$ cat config.mk
export PLATFORM = sky130hd
export DESIGN_NAME = choose_pivot_column
export DESIGN_NICKNAME = d
export VERILOG_FILES = /design/src/rtl/choose_pivot_column.sv
export SDC_FILE = /design/constraint.sdc
export NUM_CORES = 1
export LEC_CHECK = 0
export ABC_AREA = 1
export CAP_MARGIN = 20
export CELL_PAD_IN_SITES_DETAIL_PLACEMENT = 1
export CELL_PAD_IN_SITES_GLOBAL_PLACEMENT = 2
export CORE_MARGIN = 2
export CORE_UTILIZATION = 28
export DETAILED_ROUTE_END_ITERATION = 8
export PLACE_DENSITY = 0.79
export SYNTH_ARGS = -nofsm -noshare
export SYNTH_HDL_FRONTEND = slang
export SYNTH_SLANG_ARGS = --single-unit
$ cat constraint.sdc
create_clock -name clk -period 3.7 [get_ports clk]
set_input_delay 0.555 -clock clk [delete_from_list [all_inputs] [get_ports clk]]
set_output_delay 0.555 -clock clk [all_outputs]
set_load 0.01 [all_outputs]
$ cat src/rtl/choose_pivot_column.sv
// Simplex pivot-column selector: scans the FP32 objective row and reports the most negative coefficient.
// Define BLAND_RULE_EN to select the first negative coefficient (Bland anti-cycling) instead.
module choose_pivot_column #(
  parameter int DATA_W = 32,
  parameter int IDX_W  = 16
) (
  input  logic              clk,
  input  logic              reset,
  input  logic              start,
  input  logic [IDX_W-1:0]  num_cols,
  input  logic [DATA_W-1:0] s_axis_obj_tdata,
  input  logic              s_axis_obj_tvalid,
  output logic              s_axis_obj_tready,
  input  logic              s_axis_obj_tlast,
  output logic [IDX_W-1:0]  m_axis_pivot_col_idx,
  output logic [DATA_W-1:0] m_axis_pivot_col_val,
  output logic              m_axis_pivot_col_tvalid,
  input  logic              m_axis_pivot_col_tready,
  output logic              optimal,
  output logic              error,
  output logic              busy
);

  localparam int MAG_W = DATA_W - 1;
  localparam int EXP_W = 8;
  localparam int MAN_W = DATA_W - 1 - EXP_W;

  typedef enum logic [1:0] {
    ST_IDLE,
    ST_SCAN,
    ST_DRAIN,
    ST_RESULT
  } state_t;

  state_t             state_q, state_d;
  logic [IDX_W-1:0]   num_cols_q, num_cols_d;
  logic [IDX_W-1:0]   count_q, count_d;
  logic [IDX_W-1:0]   best_idx_q, best_idx_d;
  logic [DATA_W-1:0]  best_val_q, best_val_d;
  logic               found_q, found_d;
  logic               error_q, error_d;

  logic               in_ready;
  logic               beat;
  logic [IDX_W-1:0]   last_col;
  logic               at_last_col;
  logic               is_nan;
  logic               is_neg;
  logic               is_cand;
  logic               take_new;

  always_comb begin
    in_ready    = (state_q == ST_SCAN) || (state_q == ST_DRAIN);
    beat        = s_axis_obj_tvalid && in_ready;
    last_col    = num_cols_q - IDX_W'(1);
    at_last_col = (count_q == last_col);
    is_nan      = (s_axis_obj_tdata[DATA_W-2 -: EXP_W] == '1) &&
                  (s_axis_obj_tdata[MAN_W-1:0] != '0);
    // -0.0 has a zero magnitude and so never qualifies; -Inf is a legal candidate
    is_neg      = s_axis_obj_tdata[DATA_W-1] &&
                  (s_axis_obj_tdata[MAG_W-1:0] != '0) && !is_nan;
    is_cand     = is_neg && (count_q < last_col);
`ifdef BLAND_RULE_EN
    take_new    = is_cand && !found_q;
`else
    take_new    = is_cand &&
                  (!found_q || (s_axis_obj_tdata[MAG_W-1:0] > best_val_q[MAG_W-1:0]));
`endif
  end

  always_comb begin
    state_d    = state_q;
    num_cols_d = num_cols_q;
    count_d    = count_q;
    best_idx_d = best_idx_q;
    best_val_d = best_val_q;
    found_d    = found_q;
    error_d    = error_q;

    case (state_q)
      ST_IDLE: begin
        if (start) begin
          num_cols_d = num_cols;
          count_d    = '0;
          best_idx_d = '0;
          best_val_d = '0;
          found_d    = 1'b0;
          error_d    = 1'b0;
          state_d    = ST_SCAN;
        end
      end
      ST_SCAN: begin
        if (beat) begin
          count_d = count_q + IDX_W'(1);
          if (take_new) begin
            best_idx_d = count_q;
            best_val_d = s_axis_obj_tdata;
            found_d    = 1'b1;
          end
          if (at_last_col) begin
            if (s_axis_obj_tlast) begin
              state_d = ST_RESULT;
            end else begin
              error_d = 1'b1;
              state_d = ST_DRAIN;
            end
          end else if (s_axis_obj_tlast) begin
            error_d = 1'b1;
            state_d = ST_RESULT;
          end
        end
      end
      ST_DRAIN: begin
        if (beat && s_axis_obj_tlast) begin
          state_d = ST_RESULT;
        end
      end
      ST_RESULT: begin
        if (m_axis_pivot_col_tready) begin
          state_d = ST_IDLE;
        end
      end
      default: state_d = ST_IDLE;
    endcase
  end

  always_ff @(posedge clk) begin
    if (reset) begin
      state_q    <= ST_IDLE;
      num_cols_q <= '0;
      count_q    <= '0;
      best_idx_q <= '0;
      best_val_q <= '0;
      found_q    <= 1'b0;
      error_q    <= 1'b0;
    end else begin
      state_q    <= state_d;
      num_cols_q <= num_cols_d;
      count_q    <= count_d;
      best_idx_q <= best_idx_d;
      best_val_q <= best_val_d;
      found_q    <= found_d;
      error_q    <= error_d;
    end
  end

  // All outputs come from registers only, so no input reaches an output combinationally
  always_comb begin
    s_axis_obj_tready       = in_ready;
    m_axis_pivot_col_tvalid = (state_q == ST_RESULT);
    m_axis_pivot_col_idx    = best_idx_q;
    m_axis_pivot_col_val    = best_val_q;
    optimal                 = (state_q == ST_RESULT) && !found_q;
    error                   = (state_q == ST_RESULT) && error_q;
    busy                    = (state_q != ST_IDLE);
  end

endmodule

# --- Yosys cells after proc, flatten, opt, wreduce, memory -nomap -nowiden ---
# Cells that the tools add are included.
word_totals:
  rom_bits: 0
  memories: 0
  ramBits: 0
  word_cells: 73
  latchBits: 0
  inputBits: 54
  regBits: 84
classes:
  n_reduce_logical: 23
  n_addsub: 2
  eq_ne: 12
  order_cmp: 2
  n_bitwise: 0
  muxes: 27
  shifts: 0
  div: 0
  mul: 0
ops:
  columns: ["op", "n"]
  rows:
  - ["$mux W32", 3]
  - ["$mux W16", 4]
  - ["$pmux W16 S2", 2]
  - ["$pmux W32 S2", 1]
  - ["$gt A31 B31 Y1", 1]
  - ["$reduce_bool A31 Y1", 1]
  - ["$reduce_bool A23 Y1", 1]
  - ["$add A16 B1 Y16 const B", 1]
  - ["$eq A16 B16 Y1", 1]
  - ["$lt A16 B16 Y1", 1]
  - ["$sub A16 B1 Y16 const B", 1]
  - ["$mux W2", 6]
  - ["$reduce_and A5 Y1", 2]
  - ["$logic_and A1 B1 Y1", 9]
  - ["$eq A8 B8 Y1 const B", 1]
  - ["$mux W1", 8]
  - ["$pmux W2 S4", 1]
  - ["$ne A2 B2 Y1 const B", 3]
  - ["$ne A3 B3 Y1 const B", 2]
  - ["$eq A2 B2 Y1 const B", 2]
  - ["$ne A2 B1 Y1 const B", 2]
  - ["$pmux W1 S2", 2]
  - ["$reduce_and A4 Y1", 1]
  - ["$reduce_bool A2 Y1", 2]
  - ["6 further kinds", 8]

# --- Logic depth before layout (Yosys ltp) ---
# Gate-level depths: netlist of run 1.
depth:
  depth_word: 9
  ltp_mapped: 22

# --- Worst setup path before layout of run 1 ---
# OpenSTA, ideal clock, no wires.
synth_path:
  path_type: "flip-flop to flip-flop"
  start: "register num_cols_q[2]"
  end: "register best_val_q[24] (netlist: m_axis_pivot_col_val[24])"
  path_slack_ns: 0.792
  stages_incl_launch_ff: 21
  period_less_slack_ns: 2.908
  t_arrival_ns: 2.793
  cell_sequence: "dfxtp_1 -> nor2_1 -> nand2_1 -> nor3_2 -> nand4_1 -> nor3_1 -> nor3b_2 -> xor2_1 -> inv_1 -> ha_1 -> a211oi_1 -> o21ai_0 -> nor2_1 -> nand3_1 -> nor2_1 -> nand2_1 -> nand2_4 -> buf_2 -> nand3_1 -> nand2_1 -> nor2_1"
synth_between:
  elab_chain_cells: 6
synth_lines:
  columns: ["element", "line_no", "text"]
  rows:
  - ["start, declared", "36", "logic [IDX_W-1:0] num_cols_q, num_cols_d;"]
  - ["start signal, assigned", "138", "num_cols_q <= num_cols_d;"]
  - ["$sub A16 B1 Y16", "55", "last_col = num_cols_q - IDX_W'(1);"]
  - ["$lt A16 B16 Y1", "62", "is_cand = is_neg && (count_q < last_col);"]
  - ["$logic_and A1 B1 Y1", "62", null]
  - ["$logic_and A1 B1 Y1", "66", "take_new = is_cand &&"]
  - ["$ne A2 B2 Y1 (no source line)", null, null]
  - ["$reduce_and A4 Y1 (no source line)", null, null]
  - ["end signal, assigned", "141", "best_val_q <= best_val_d;"]
  - ["end, declared", "39", "logic [DATA_W-1:0] best_val_q, best_val_d;"]
# Every way passes these cells.
# A chain may end at the register's enable or synchronous reset.

# --- Final worst setup path of run 1 ---
layout_path:
  start: "register num_cols_q[2]"
  end: "register best_idx_q[2] (netlist: m_axis_pivot_col_idx[2])"
layout_between:
  elab_chain_cells: 6
layout_lines:
  columns: ["element", "line_no", "text"]
  rows:
  - ["$sub A16 B1 Y16", "55", null]
  - ["$lt A16 B16 Y1", "62", null]
  - ["$logic_and A1 B1 Y1", "62", null]
  - ["$logic_and A1 B1 Y1", "66", null]
  - ["$ne A2 B2 Y1 (no source line)", null, null]
  - ["$reduce_and A4 Y1 (no source line)", null, null]
  - ["end signal, assigned", "140", "best_idx_q <= best_idx_d;"]
  - ["end, declared", "38", "logic [IDX_W-1:0] best_idx_q, best_idx_d;"]
# Every way passes these cells.

==> metrics.log, run 1 <==
[metrics] final core utilization: 0.372
[metrics] via count of the first global-routing pass: 5308
[metrics] Final min period: 3270 ps
[metrics] Max H-tree Level: 3
[metrics] share of async-settable or async-resettable flops after synthesis: 0
[metrics] power density relative to cell area: 680 mW/mm^2
[metrics] WP data required: 3950 ps
[metrics] total number of vias: 5360
[metrics] clock buffer count from CTS: 9
[metrics] TNS Setup: 0 ps
[metrics] top library cells by usage in the layout, fill and taps aside: sky130_fd_sc_hd__nand2_1 (184), sky130_fd_sc_hd__nor2_1 (116), sky130_fd_sc_hd__clkdlybuf4s50_1 (106)
[metrics] sequential cell fraction of total power: 0.270
[metrics] Net count, final: 1018
[metrics] buffers and inverters on the worst path: 2
[metrics] chain of cells forming the critical path: nor2_1, nand2_1, nor3_2, nand4_1, nor3_2, nor3b_2, xor2_1, inv_1, ha_1, a211oi_1, o21ai_0, nor2_1, nand3_1, nor2_1, nand2_1, nand2_4, buf_4, nand3_1, nand2_1, nor2_1
[metrics] fin crit share: 0.883
[metrics] worst-case vdd ir drop: 0.290 mV
[metrics] Post-CTS Hold Buffers: 0
[metrics] Max FO, Critical Path: 23
[metrics] Worst Skew: 7.66 ps
[metrics] fraction of synthesized cell area taken by the top area cell type: 0.307
[metrics] clock group share of total power: 0.220
[metrics] die outline width: 144 microns
[metrics] Post-route DRC: 0
[metrics] final total power: 4.89 mW
[metrics] count of pins over their slew limit: 0
[metrics] commonest non-fill, non-tap cell in the layout: sky130_fd_sc_hd__nand2_1
[metrics] post-synthesis sequential element count: 84
[metrics] clk buf depth: 2
[metrics] R2R cell count: 20
[metrics] clock tree from TritonCTS: yes
[metrics] Hold Path End: error_q$_SDFFE_PP0P_
[metrics] combined area of all synthesized cells: 0.00547 sq mm
[metrics] r2r startpoint: num_cols_q[2]$_SDFFE_PP0P_
[metrics] average wire per cell in the routed design: 13.8 microns
[metrics] first-pass iteration count of the detailed router: 4
[metrics] worst-margin pin slew: 802 ps
[metrics] Top cell by count, worst path: sky130_fd_sc_hd__nor2_1
[metrics] Worst R2R Setup Slack: 430 ps
[metrics] count of yosys warnings during synthesis: 0
[metrics] Critical R2R Capture: m_axis_pivot_col_idx[2]$_SDFFE_PP0P_
[metrics] Setup crit end kind: flop
[metrics] number of violations of the max-capacitance limit: 0
[metrics] antenna violations before repair: 0
[metrics] HPWL after DPL: 12300 microns
[metrics] overflow left after global routing: 0
[metrics] critical path data arrival time: 3520 ps
[metrics] status: finished, final reports clean
[metrics] number of nets produced by synthesis: 923
[metrics] post-synth cell types: 38
[metrics] Initial Utilization: 0.283
[metrics] Hold/Removal Path Class: flop to flop
[metrics] Leak: 3.12 nW
[metrics] critical path type: flop to flop
[metrics] total count of hold-check failures in the final report: 0
[metrics] maximum number of pins on one net before global-route repair: 55
[metrics] CP top delay family: simple AND/OR/NAND/NOR gates
[metrics] setup repair after global routing missed its margin: false
[metrics] synth top area cells: sky130_fd_sc_hd__dfxtp_1 (31%), sky130_fd_sc_hd__nand2_1 (13%), sky130_fd_sc_hd__ha_1 (12%)
[metrics] wirelength, routed: 16200 microns
[metrics] first-pass GRT wire length: 26500 microns
[metrics] synth-to-layout area growth: 31.3%
[metrics] # setup viols final: 0
[metrics] FP Rows: 51
[metrics] combinational fraction of design power: 0.509
[metrics] worst relative slew slack: 0.464
[metrics] overall die area: 0.0207 sq mm
[metrics] mean instance size in the synthesized netlist: 6.71 sq um
[metrics] clock-pin slew on the worst setup and hold paths: 70 ps
[metrics] final standard cell count with taps included and fillers excluded: 1180
[metrics] PortBufs: 106
[metrics] proportion of synthesized chip area in sequential cells: 0.307
[metrics] final-layout fill cell count: 2422
[metrics] hold path cells: 2
[metrics] stage delay of the slowest cell on the critical path: 340 ps
[metrics] switching component of the power: 1.99 mW
[metrics] DR vias/cell: 4.54
[metrics] kind of start point of the critical path: flop
[metrics] Top FF cell, synth: sky130_fd_sc_hd__dfxtp_1
[metrics] layout cell share with drive strength beyond 1: 0.0568
[metrics] cell with the biggest individual delay on the critical path: sky130_fd_sc_hd__dfxtp_1
[metrics] antenna viol nets, final: 0
[metrics] iteration-0 DRC count of the detailed router: 167
[metrics] clock tree root buffer cell: sky130_fd_sc_hd__clkbuf_16
[metrics] # diodes: 0
[metrics] synthesized netlist cell count: 816
[metrics] total instance count after detailed placement: 1165
[metrics] number of synthesized flops with an enable pin: 0
[metrics] fmax: 306 MHz
[metrics] vertical die dimension: 144 microns
[metrics] GRT Util Overall: 0.164
[metrics] number of clock sinks seen by CTS: 84
[metrics] core footprint: 0.0193 sq mm
[metrics] routability-driven placement congestion ratio: 0.777
[metrics] Int Pwr: 2.90 mW
[metrics] library cell occupying the most area in the post-synthesis netlist: sky130_fd_sc_hd__dfxtp_1
[metrics] io pins: 107
[metrics] net switching fraction of the power: 0.406
[metrics] clock latency on the worst-skew pair: 360 ps
[metrics] Min-Delay Startpoint: error_q$_SDFFE_PP0P_
-- through the flow --
stage / setup WS, ps / hold WS, ps / area (sq um)
2_1_floorplan: 792 / 430 / 5470
4_1_cts: 277 / 466 / 7180
3_3_place_gp: 439 / 448 / 6840
5_1_grt: 0.633 / 478 / 7190
3_5_place_dp: 311 / 456 / 6840
6_report: 432 / 465 / 7190
-- power by group through the flow --
stage / registers, mW / logic [mW] / clock network (mW)
2_1_floorplan: 1.36 / 1.62 / 0
6_report: 1.32 / 2.49 / 1.08
3_5_place_dp: 1.34 / 2.52 / 0
3_3_place_gp: 1.34 / 2.48 / 0
4_1_cts: 1.32 / 2.54 / 1.11
5_1_grt: 1.35 / 2.88 / 1.14
-- per-layer routing --
metal / global-route usage / part of all wire
met1: 0.210 / 0.48
met2: 0.281 / 0.47
met3: 0.0227 / 0.027
met4: 0.0547 / 0.015
met5: 0 / 0
-- Yosys cell counts, types with 2 or more instances --
master / n
sky130_fd_sc_hd__nand2_1: 184
sky130_fd_sc_hd__nor2_1: 117
sky130_fd_sc_hd__inv_1: 103
sky130_fd_sc_hd__dfxtp_1: 84
sky130_fd_sc_hd__a21oi_1: 77
sky130_fd_sc_hd__nand3_1: 54
sky130_fd_sc_hd__ha_1: 53
sky130_fd_sc_hd__o21ai_0: 25
sky130_fd_sc_hd__clkbuf_1: 20
sky130_fd_sc_hd__nor3_1: 14
sky130_fd_sc_hd__nand4_1: 12
sky130_fd_sc_hd__xor2_1: 9
sky130_fd_sc_hd__buf_2: 7
sky130_fd_sc_hd__nor3_2: 6
sky130_fd_sc_hd__nor3b_1: 6
sky130_fd_sc_hd__xnor2_1: 6
sky130_fd_sc_hd__buf_6: 5
sky130_fd_sc_hd__nand2_4: 4
sky130_fd_sc_hd__nand3_2: 3
sky130_fd_sc_hd__nand3b_1: 3
sky130_fd_sc_hd__a211oi_1: 2
sky130_fd_sc_hd__a21o_1: 2
sky130_fd_sc_hd__nor2_2: 2
sky130_fd_sc_hd__nor2_4: 2
sky130_fd_sc_hd__o21a_1: 2
sky130_fd_sc_hd__o21bai_1: 2
-- tightest hold or removal path: stages, from the launching register on --
cell and delay, ps:
sky130_fd_sc_hd__dfxtp_1 310, sky130_fd_sc_hd__inv_1 50, sky130_fd_sc_hd__a21oi_1 50
-- sequential cells by signal, indices dropped and copies added, names as in the netlist --
name	cells
state_q	2
count_q	16
m_axis_pivot_col_idx	16
num_cols_q	16
error_q	1
m_axis_pivot_col_val	32
found_q	1
-- how the worst max path moves through the flow --
stage / startpoint / endpoint / slack (ps) / cells after the start
3_5_place_dp: num_cols_q[2]$_SDFFE_PP0P_ / m_axis_pivot_col_idx[1]$_SDFFE_PP0P_ / 310 / 20
2_1_floorplan: num_cols_q[2]$_SDFFE_PP0P_ / m_axis_pivot_col_val[24]$_SDFFE_PP0P_ / 790 / 20
5_1_grt: num_cols_q[0]$_SDFFE_PP0P_ / m_axis_pivot_col_idx[2]$_SDFFE_PP0P_ / 0.6 / 20
3_3_place_gp: num_cols_q[2]$_SDFFE_PP0P_ / m_axis_pivot_col_idx[13]$_SDFFE_PP0P_ / 440 / 20
6_report: num_cols_q[2]$_SDFFE_PP0P_ / m_axis_pivot_col_idx[2]$_SDFFE_PP0P_ / 430 / 20
4_1_cts: num_cols_q[2]$_SDFFE_PP0P_ / m_axis_pivot_col_idx[2]$_SDFFE_PP0P_ / 280 / 20
-- repair_timing --
item | CTS | global route
resized for setup | 0 | 2
setup endpoints to repair | 0 | 14
setup buffers | 0 | 0
-- cells by family after synthesis --
kind of cell | count (synthesis) | share of synthesized area
AOI/OAI and AO/OA | 116 | 0.114
DFF | 84 | 0.307
buffers and inverters | 137 | 0.102
and+or+nand+nor | 411 | 0.331
xor gates and xnor gates | 15 | 0.0240
adders and majority gates | 53 | 0.121
-- final cells by class --
class,count,area [sq um],area share
Clock buffer,11,243,0.0338
Clock inverter,4,97.6,0.0136
Inverter,104,390,0.0543
Multi-Input combinational cell,595,3250,0.452
Sequential cell,84,1680,0.234
Tap cell,265,332,0.0461
Timing Repair Buffer,117,1190,0.166
Note: power is estimated with default switching activity, not from simulation.
==> run 2: changes to the inputs <==
--- a/config.mk
+++ b/config.mk
@@ -6,13 +6,14 @@
 export NUM_CORES = 1
 export LEC_CHECK = 0
 export ABC_AREA = 1
+export ABC_CLOCK_PERIOD_IN_PS = 2600
 export CAP_MARGIN = 20
 export CELL_PAD_IN_SITES_DETAIL_PLACEMENT = 1
 export CELL_PAD_IN_SITES_GLOBAL_PLACEMENT = 2
 export CORE_MARGIN = 2
-export CORE_UTILIZATION = 28
+export CORE_UTILIZATION = 26
 export DETAILED_ROUTE_END_ITERATION = 8
-export PLACE_DENSITY = 0.79
+export PLACE_DENSITY = 0.77
 export SYNTH_ARGS = -nofsm -noshare
 export SYNTH_HDL_FRONTEND = slang
 export SYNTH_SLANG_ARGS = --single-unit
==> constraint.sdc (replaced) <==
create_clock -name clk -period 2.6 [get_ports clk]
set_input_delay 0.39 -clock clk [delete_from_list [all_inputs] [get_ports clk]]
set_output_delay 0.39 -clock clk [all_outputs]
set_load 0.01 [all_outputs]
==> metrics.log, run 2 (synthesis results as in run 1) <==
[metrics] topmost layer with routed signal wires: met4
[metrics] Worst Skew: 6.03 ps (-1.62 ps)
[metrics] CP top delay family: simple AND/OR/NAND/NOR gates
[metrics] critical path endpoint: m_axis_pivot_col_val[12]$_SDFFE_PP0P_
[metrics] PortBufs: 106 (unchanged)
[metrics] clock buffer count from CTS: 9 (unchanged)
[metrics] overflow left after global routing: 0 (unchanged)
[metrics] iteration-0 DRC count of the detailed router: 192 (+15%)
[metrics] total number of vias: 5772 (+7.7%)
[metrics] buffers and inverters on the worst path: 3 (+1)
[metrics] Max FO, Critical Path: 8 (-65%)
[metrics] first-pass GRT wire length: 28900 microns (+9.0%)
[metrics] # diodes: 0 (unchanged)
[metrics] flip-flop count of the largest register after layout: 32 (unchanged)
[metrics] vertical die dimension: 149 microns (+3.7%)
[metrics] total count of hold-check failures in the final report: 0 (unchanged)
[metrics] die outline width: 149 microns (+3.7%)
[metrics] # setup viols final: 52 (+52)
[metrics] source of the critical timing path: num_cols_q[1]$_SDFFE_PP0P_
[metrics] Leak: 3.65 nW (+17%)
[metrics] antenna viol nets, final: 0 (unchanged)
[metrics] hold path cells: 2 (unchanged)
[metrics] power density relative to cell area: 934 mW/mm^2 (+37%)
[metrics] number of clock sinks seen by CTS: 84 (unchanged)
[metrics] routability-driven placement congestion ratio: 0.784 (+0.94%)
[metrics] violated checks: negative setup slack
[metrics] first-pass iteration count of the detailed router: 4 (unchanged)
[metrics] commonest non-fill, non-tap cell in the layout: sky130_fd_sc_hd__nand2_1
[metrics] setup repair after global routing missed its margin: true
[metrics] maximum number of pins on one net before global-route repair: 53 (-3.6%)
[metrics] stage delay of the slowest cell on the critical path: 330 ps (about the same)
[metrics] average wire per cell in the routed design: 14.4 microns (+5.0%)
[metrics] FP Rows: 53 (+3.9%)
[metrics] GRT Util Overall: 0.163 (-0.000965)
[metrics] Hold/Removal Path Class: flop to flop
[metrics] worst-margin pin slew: 630 ps (-173 ps)
[metrics] wirelength, routed: 18400 microns (+13%)
[metrics] R2R cell count: 21 (+5.0%)
[metrics] overall die area: 0.0222 sq mm (+7.5%)
[metrics] clock latency on the worst-skew pair: 350 ps (about the same)
[metrics] DR vias/cell: 4.53 (-0.18%)
[metrics] post-route setup slack: -586 ps (-1020 ps)
[metrics] clock tree from TritonCTS: yes
[metrics] final standard cell count with taps included and fillers excluded: 1273 (+7.9%)
[metrics] Top cell by count, worst path: sky130_fd_sc_hd__nor2_1
[metrics] Net count, final: 1101 (+8.2%)
[metrics] Detail Route met2 WL: 8410 microns (+9.3%)
[metrics] worst relative slew slack: 0.579 (+0.115)
[metrics] via count of the first global-routing pass: 5808 (+9.4%)
[metrics] Max H-tree Level: 3 (unchanged)
[metrics] fmax: 314 MHz (+2.6%)
[metrics] clock-pin slew on the worst setup and hold paths: 60 ps (about the same)
[metrics] Setup crit end kind: flop
[metrics] Post-CTS Hold Buffers: 0 (unchanged)
[metrics] worst-case vdd ir drop: 0.605 mV (+110%)
[metrics] number of cells on the critical path: 21 (+5.0%)
[metrics] Post-route DRC: 0 (unchanged)
[metrics] antenna violations before repair: 0 (unchanged)
[metrics] layout cell share with drive strength beyond 1: 0.185 (+0.129)
[metrics] clock tree root buffer cell: sky130_fd_sc_hd__clkbuf_16
[metrics] chain of cells forming the critical path: nor2_4, nand2_2, nor3_4, nand4_1, nor3_2, nor3b_2, xor2_1, inv_1, ha_4, a211oi_2, o21ai_1, nor2_1, nand3_1, nor2_1, nand2_1, nand2_4, buf_6, clkbuf_16, nand3_2, nand2_1, nor2_1
[metrics] count of pins over their slew limit: 0 (unchanged)
[metrics] r2r startpoint: num_cols_q[1]$_SDFFE_PP0P_
[metrics] final total power: 7.64 mW (+56%)
[metrics] critical path type: flop to flop
[metrics] Worst R2R Setup Slack: -590 ps (-1020 ps)
[metrics] routed metal-1 wirelength: 9170 microns (+16%)
[metrics] HPWL after DPL: 13200 microns (+7.2%)
[metrics] top library cells by usage in the layout, fill and taps aside: sky130_fd_sc_hd__nand2_1 (181), sky130_fd_sc_hd__nor2_1 (109), sky130_fd_sc_hd__clkdlybuf4s50_1 (106)
[metrics] io pins: 107 (unchanged)
[metrics] kind of start point of the critical path: flop
[metrics] Initial Utilization: 0.263 (-0.0202)
[metrics] core footprint: 0.0208 sq mm (+7.7%)
[metrics] number of violations of the max-capacitance limit: 0 (unchanged)
[metrics] synth-to-layout area growth: 49.4%
[metrics] Critical R2R Capture: m_axis_pivot_col_val[12]$_SDFFE_PP0P_
[metrics] Final min period: 3190 ps (-82.1 ps)
[metrics] worst slack at placement: -543 ps (-854 ps)
[metrics] critical path data arrival time: 3420 ps (-100 ps)
[metrics] WP data required: 2840 ps (-1110 ps)
[metrics] total instance count after detailed placement: 1235 (+6.0%)
[metrics] Met3 Routed Length: 550 microns (+25%)
[metrics] clk buf depth: 2 (unchanged)
[metrics] fin crit share: 1.23 (+0.342)
[metrics] cell with the biggest individual delay on the critical path: sky130_fd_sc_hd__dfxtp_2
[metrics] status: complete, but fails checks
-- run 2: area by class of cell --
class / count / area [sq um]
Fill cell: 2627 / 12600
Multi-Input combinational cell: 595 / 3480
Timing Repair Buffer: 200 / 2000
Sequential cell: 84 / 1680
Inverter: 104 / 390
Tap cell: 275 / 344
Clock buffer: 11 / 253
Clock inverter: 4 / 25.0
-- run 2: worst min path at each step --
stage                                     from              endpoint  slack [ps]
after floorplan           error_q$_SDFFE_PP0P_  error_q$_SDFFE_PP0P_         430
after global placement    error_q$_SDFFE_PP0P_  error_q$_SDFFE_PP0P_         450
after detailed placement  error_q$_SDFFE_PP0P_  error_q$_SDFFE_PP0P_         450
after CTS                 error_q$_SDFFE_PP0P_  error_q$_SDFFE_PP0P_         460
after global routing      error_q$_SDFFE_PP0P_  error_q$_SDFFE_PP0P_         480
final                     error_q$_SDFFE_PP0P_  error_q$_SDFFE_PP0P_         460
-- run 2: stage by stage --
stage,hold slack (ps),TNS [ps],instance area [sq um],utilization
2_1_floorplan,430,-7680,5560,-
3_3_place_gp,450,-20530,7420,0.356
3_5_place_dp,449,-26020,7420,0.356
4_1_cts,455,-22740,7810,0.375
5_1_grt,480,-40680,8180,0.393
6_report,458,-26720,8180,0.393
-- run 2: power breakdown --
| group | leakage, nW | switching (mW) | internal, mW | total (mW) |
|---|---|---|---|---|
| Clock | 0.133 | 0.536 | 0.691 | 1.23 |
| Combinational | 2.82 | 2.34 | 2.18 | 4.52 |
| Sequential | 0.691 | 0.278 | 1.62 | 1.90 |
| Total | 3.65 | 3.15 | 4.49 | 7.64 |
-- run 2: timing repair --
action / 4_1_cts / 5_1_grt
endpoints found under the setup margin: 52 / 52
setup buffers: 6 / 10
gates resized for setup: 14 / 39
pin swaps: 1 / 14
cloned: 1 / 7
-- run 2: metal layers --
metal  vias to the layer above  global-route usage
met5                         -                   0
met1                      2701               0.226
li1                       2976                   -
met2                        80               0.264
met3                        15              0.0190
met4                         0              0.0519
-- run 2: worst min-delay path, cell delays in order, from the launching register on --
cell                      delay [ps]
sky130_fd_sc_hd__dfxtp_1         310
sky130_fd_sc_hd__inv_1            50
sky130_fd_sc_hd__a21oi_1          50
==> run 3: changes to the inputs <==
--- a/config.mk
+++ b/config.mk
@@ -6,14 +6,14 @@
 export NUM_CORES = 1
 export LEC_CHECK = 0
 export ABC_AREA = 1
-export ABC_CLOCK_PERIOD_IN_PS = 2600
+export ABC_CLOCK_PERIOD_IN_PS = 3400
 export CAP_MARGIN = 20
 export CELL_PAD_IN_SITES_DETAIL_PLACEMENT = 1
 export CELL_PAD_IN_SITES_GLOBAL_PLACEMENT = 2
 export CORE_MARGIN = 2
-export CORE_UTILIZATION = 26
+export CORE_UTILIZATION = 28
 export DETAILED_ROUTE_END_ITERATION = 8
-export PLACE_DENSITY = 0.77
+export PLACE_DENSITY = 0.79
 export SYNTH_ARGS = -nofsm -noshare
 export SYNTH_HDL_FRONTEND = slang
 export SYNTH_SLANG_ARGS = --single-unit
==> constraint.sdc (replaced) <==
create_clock -name clk -period 3.4 [get_ports clk]
set_input_delay 0.51 -clock clk [delete_from_list [all_inputs] [get_ports clk]]
set_output_delay 0.51 -clock clk [all_outputs]
set_load 0.01 [all_outputs]
==> metrics.log, run 3 (synthesis results as in run 1) <==
[metrics] status: finished, final reports clean
[metrics] worst-case vdd ir drop: 0.310 mV (-49%)
[metrics] Worst R2R Setup Slack: 330 ps (+920 ps)
[metrics] Post-CTS Hold Buffers: 0 (unchanged)
[metrics] iteration-0 DRC count of the detailed router: 183 (-4.7%)
[metrics] worst-margin pin slew: 863 ps (+234 ps)
[metrics] DR vias/cell: 4.56 (+0.53%)
[metrics] clk buf depth: 2 (unchanged)
[metrics] final-layout fill cell count: 2425 (-7.7%)
[metrics] fin crit share: 0.903 (-0.323)
[metrics] layout cell share with drive strength beyond 1: 0.0896 (-0.0957)
[metrics] # diodes: 0 (unchanged)
[metrics] WP data required: 3640 ps (+800 ps)
[metrics] average wire per cell in the routed design: 13.8 microns (-4.8%)
[metrics] TNS Setup: 0 ps (+26720 ps)
[metrics] final design area excluding fillers: 0.00739 sq mm (-9.6%)
[metrics] count of pins over their slew limit: 0 (unchanged)
[metrics] R2R cell count: 20 (-4.8%)
[metrics] Setup crit end kind: flop
[metrics] worst relative slew slack: 0.423 (-0.156)
[metrics] flip-flop count of the largest register after layout: 32 (unchanged)
[metrics] Net count, final: 1029 (-6.5%)
[metrics] FP Rows: 51 (-3.8%)
[metrics] overall die area: 0.0207 sq mm (-7.0%)
[metrics] PortBufs: 106 (unchanged)
[metrics] kind of start point of the critical path: flop
[metrics] total number of vias: 5429 (-5.9%)
[metrics] total count of hold-check failures in the final report: 0 (unchanged)
[metrics] antenna viol nets, final: 0 (unchanged)
[metrics] clock latency on the worst-skew pair: 350 ps (about the same)
[metrics] synth-to-layout area growth: 35.0%
[metrics] via count of the first global-routing pass: 5397 (-7.1%)
[metrics] # setup viols final: 0 (-100%)
[metrics] Max H-tree Level: 3 (unchanged)
[metrics] Initial Utilization: 0.283 (+0.0202)
[metrics] io pins: 107 (unchanged)
[metrics] fmax: 326 MHz (+3.8%)
[metrics] GRT Util Overall: 0.164 (+0.00136)
[metrics] antenna violations before repair: 0 (unchanged)
[metrics] overflow left after global routing: 0 (unchanged)
[metrics] setup repair after global routing missed its margin: false
[metrics] critical path data arrival time: 3310 ps (-110 ps)
[metrics] critical path type: flop to flop
[metrics] Final min period: 3070 ps (-116 ps)
[metrics] number of violations of the max-capacitance limit: 0 (unchanged)
[metrics] commonest non-fill, non-tap cell in the layout: sky130_fd_sc_hd__nand2_1
[metrics] routability-driven placement congestion ratio: 0.745 (-5.0%)
[metrics] top library cells by usage in the layout, fill and taps aside: sky130_fd_sc_hd__nand2_1 (181), sky130_fd_sc_hd__nor2_1 (112), sky130_fd_sc_hd__clkdlybuf4s50_1 (106)
[metrics] clock-pin slew on the worst setup and hold paths: 60 ps (about the same)
[metrics] Leak: 3.18 nW (-13%)
[metrics] DP Area: 0.00688 sq mm (-7.3%)
[metrics] register area: 0.00168 sq mm (unchanged)
[metrics] clock tree root buffer cell: sky130_fd_sc_hd__clkbuf_16
[metrics] first-pass iteration count of the detailed router: 4 (unchanged)
[metrics] clock buffer count from CTS: 9 (unchanged)
[metrics] clock tree from TritonCTS: yes
[metrics] vertical die dimension: 144 microns (-3.5%)
[metrics] Max FO, Critical Path: 28 (+20)
[metrics] die outline width: 144 microns (-3.5%)
[metrics] maximum number of pins on one net before global-route repair: 54 (+1.9%)
[metrics] number of clock sinks seen by CTS: 84 (unchanged)
[metrics] power density relative to cell area: 725 mW/mm^2 (-22%)
[metrics] wirelength, routed: 16400 microns (-11%)
[metrics] HPWL after DPL: 12200 microns (-7.6%)
[metrics] first-pass GRT wire length: 26900 microns (-6.7%)
[metrics] hold path cells: 2 (unchanged)
[metrics] Post-route DRC: 0 (unchanged)
[metrics] core footprint: 0.0193 sq mm (-7.1%)
[metrics] Hold/Removal Path Class: flop to flop
[metrics] area taken by multi-input logic gates: 0.00339 sq mm (-2.8%)
[metrics] Worst Skew: 7.19 ps (+1.16 ps)
## run 3: changes by cell type in the layout (fill, tap and decap cells not counted), moves of 3 or more
cell                        change
sky130_fd_sc_hd__a21oi_1        +4
sky130_fd_sc_hd__clkbuf_16      -5
sky130_fd_sc_hd__nor2_1         +3
sky130_fd_sc_hd__buf_4         -57
sky130_fd_sc_hd__clkbuf_1       +3
sky130_fd_sc_hd__a21oi_2        -4
sky130_fd_sc_hd__ha_4           +3
sky130_fd_sc_hd__ha_1           -3
sky130_fd_sc_hd__buf_6          -7
sky130_fd_sc_hd__nand3_2       -22
sky130_fd_sc_hd__nor2_2         -5
sky130_fd_sc_hd__nand3_1       +24
## run 3: where the power goes
group          internal, mW  switching [mW]  total [mW]
clock                 0.586           0.409       0.994
combinational          1.32            1.60        2.92
sequential             1.24           0.210        1.45
total                  3.14            2.22        5.36
## run 3: area by class of cell
type	instances	share of cell area
clock buffer	13	0.0339
sequential	84	0.228
multi-input combinational	595	0.458
tap	265	0.0449
inverter	104	0.0528
clock inverter	2	0.00474
timing repair buffer	128	0.178
## run 3: critical path, cell delays in order, from the launching register on
cell                       delay, ps
sky130_fd_sc_hd__dfxtp_2         330
sky130_fd_sc_hd__buf_4           150
sky130_fd_sc_hd__nor2_4           90
sky130_fd_sc_hd__nand2_2          90
sky130_fd_sc_hd__nor2_4          130
sky130_fd_sc_hd__nand4_1         150
sky130_fd_sc_hd__nor3_2          190
sky130_fd_sc_hd__nand3b_1        100
sky130_fd_sc_hd__xor2_1          160
sky130_fd_sc_hd__inv_1            80
sky130_fd_sc_hd__ha_4            270
sky130_fd_sc_hd__nand4_1         110
sky130_fd_sc_hd__nor2_1          150
sky130_fd_sc_hd__a21boi_2        170
sky130_fd_sc_hd__buf_4           120
sky130_fd_sc_hd__nor2_2           30
sky130_fd_sc_hd__nand2_2         100
sky130_fd_sc_hd__nand2_8         120
sky130_fd_sc_hd__buf_12          220
sky130_fd_sc_hd__a21oi_1         130
sky130_fd_sc_hd__nor2_1           60
## run 3: metal layers
metal  routed length [microns]  share of wire  global-route usage
met5                         0              0                   0
met4                       197          0.012              0.0464
met3                       396          0.024              0.0203
met1                      7760           0.47               0.207
met2                      8030           0.49               0.292
## run 3: metrics by stage
step	hold WS (ps)	instances	util	setup slack, ps	total power [mW]
2_1_floorplan	430	816	-	492	3.24
3_3_place_gp	450	1170	0.356	-38.3	4.20
5_1_grt	500	1191	0.382	18.2	5.90
3_5_place_dp	461	1170	0.356	-94.3	4.26
4_1_cts	471	1192	0.378	4.52	5.39
6_report	468	1191	0.382	331	5.36
## run 3: timing repair
action / 4_1_cts / 5_1_grt
pin swaps: 10 / 19
gates resized for setup: 11 / 26
setup endpoints to repair: 41 / 49
gates cloned: 2 / 0
setup buffers: 6 / 1
## run 3: final timing paths
check	to	start
max	m_axis_pivot_col_val[11]$_SDFFE_PP0P_	num_cols_q[2]$_SDFFE_PP0P_
min	error_q$_SDFFE_PP0P_	error_q$_SDFFE_PP0P_
max reg2reg	m_axis_pivot_col_val[11]$_SDFFE_PP0P_	num_cols_q[2]$_SDFFE_PP0P_
min reg2reg	error_q$_SDFFE_PP0P_	error_q$_SDFFE_PP0P_
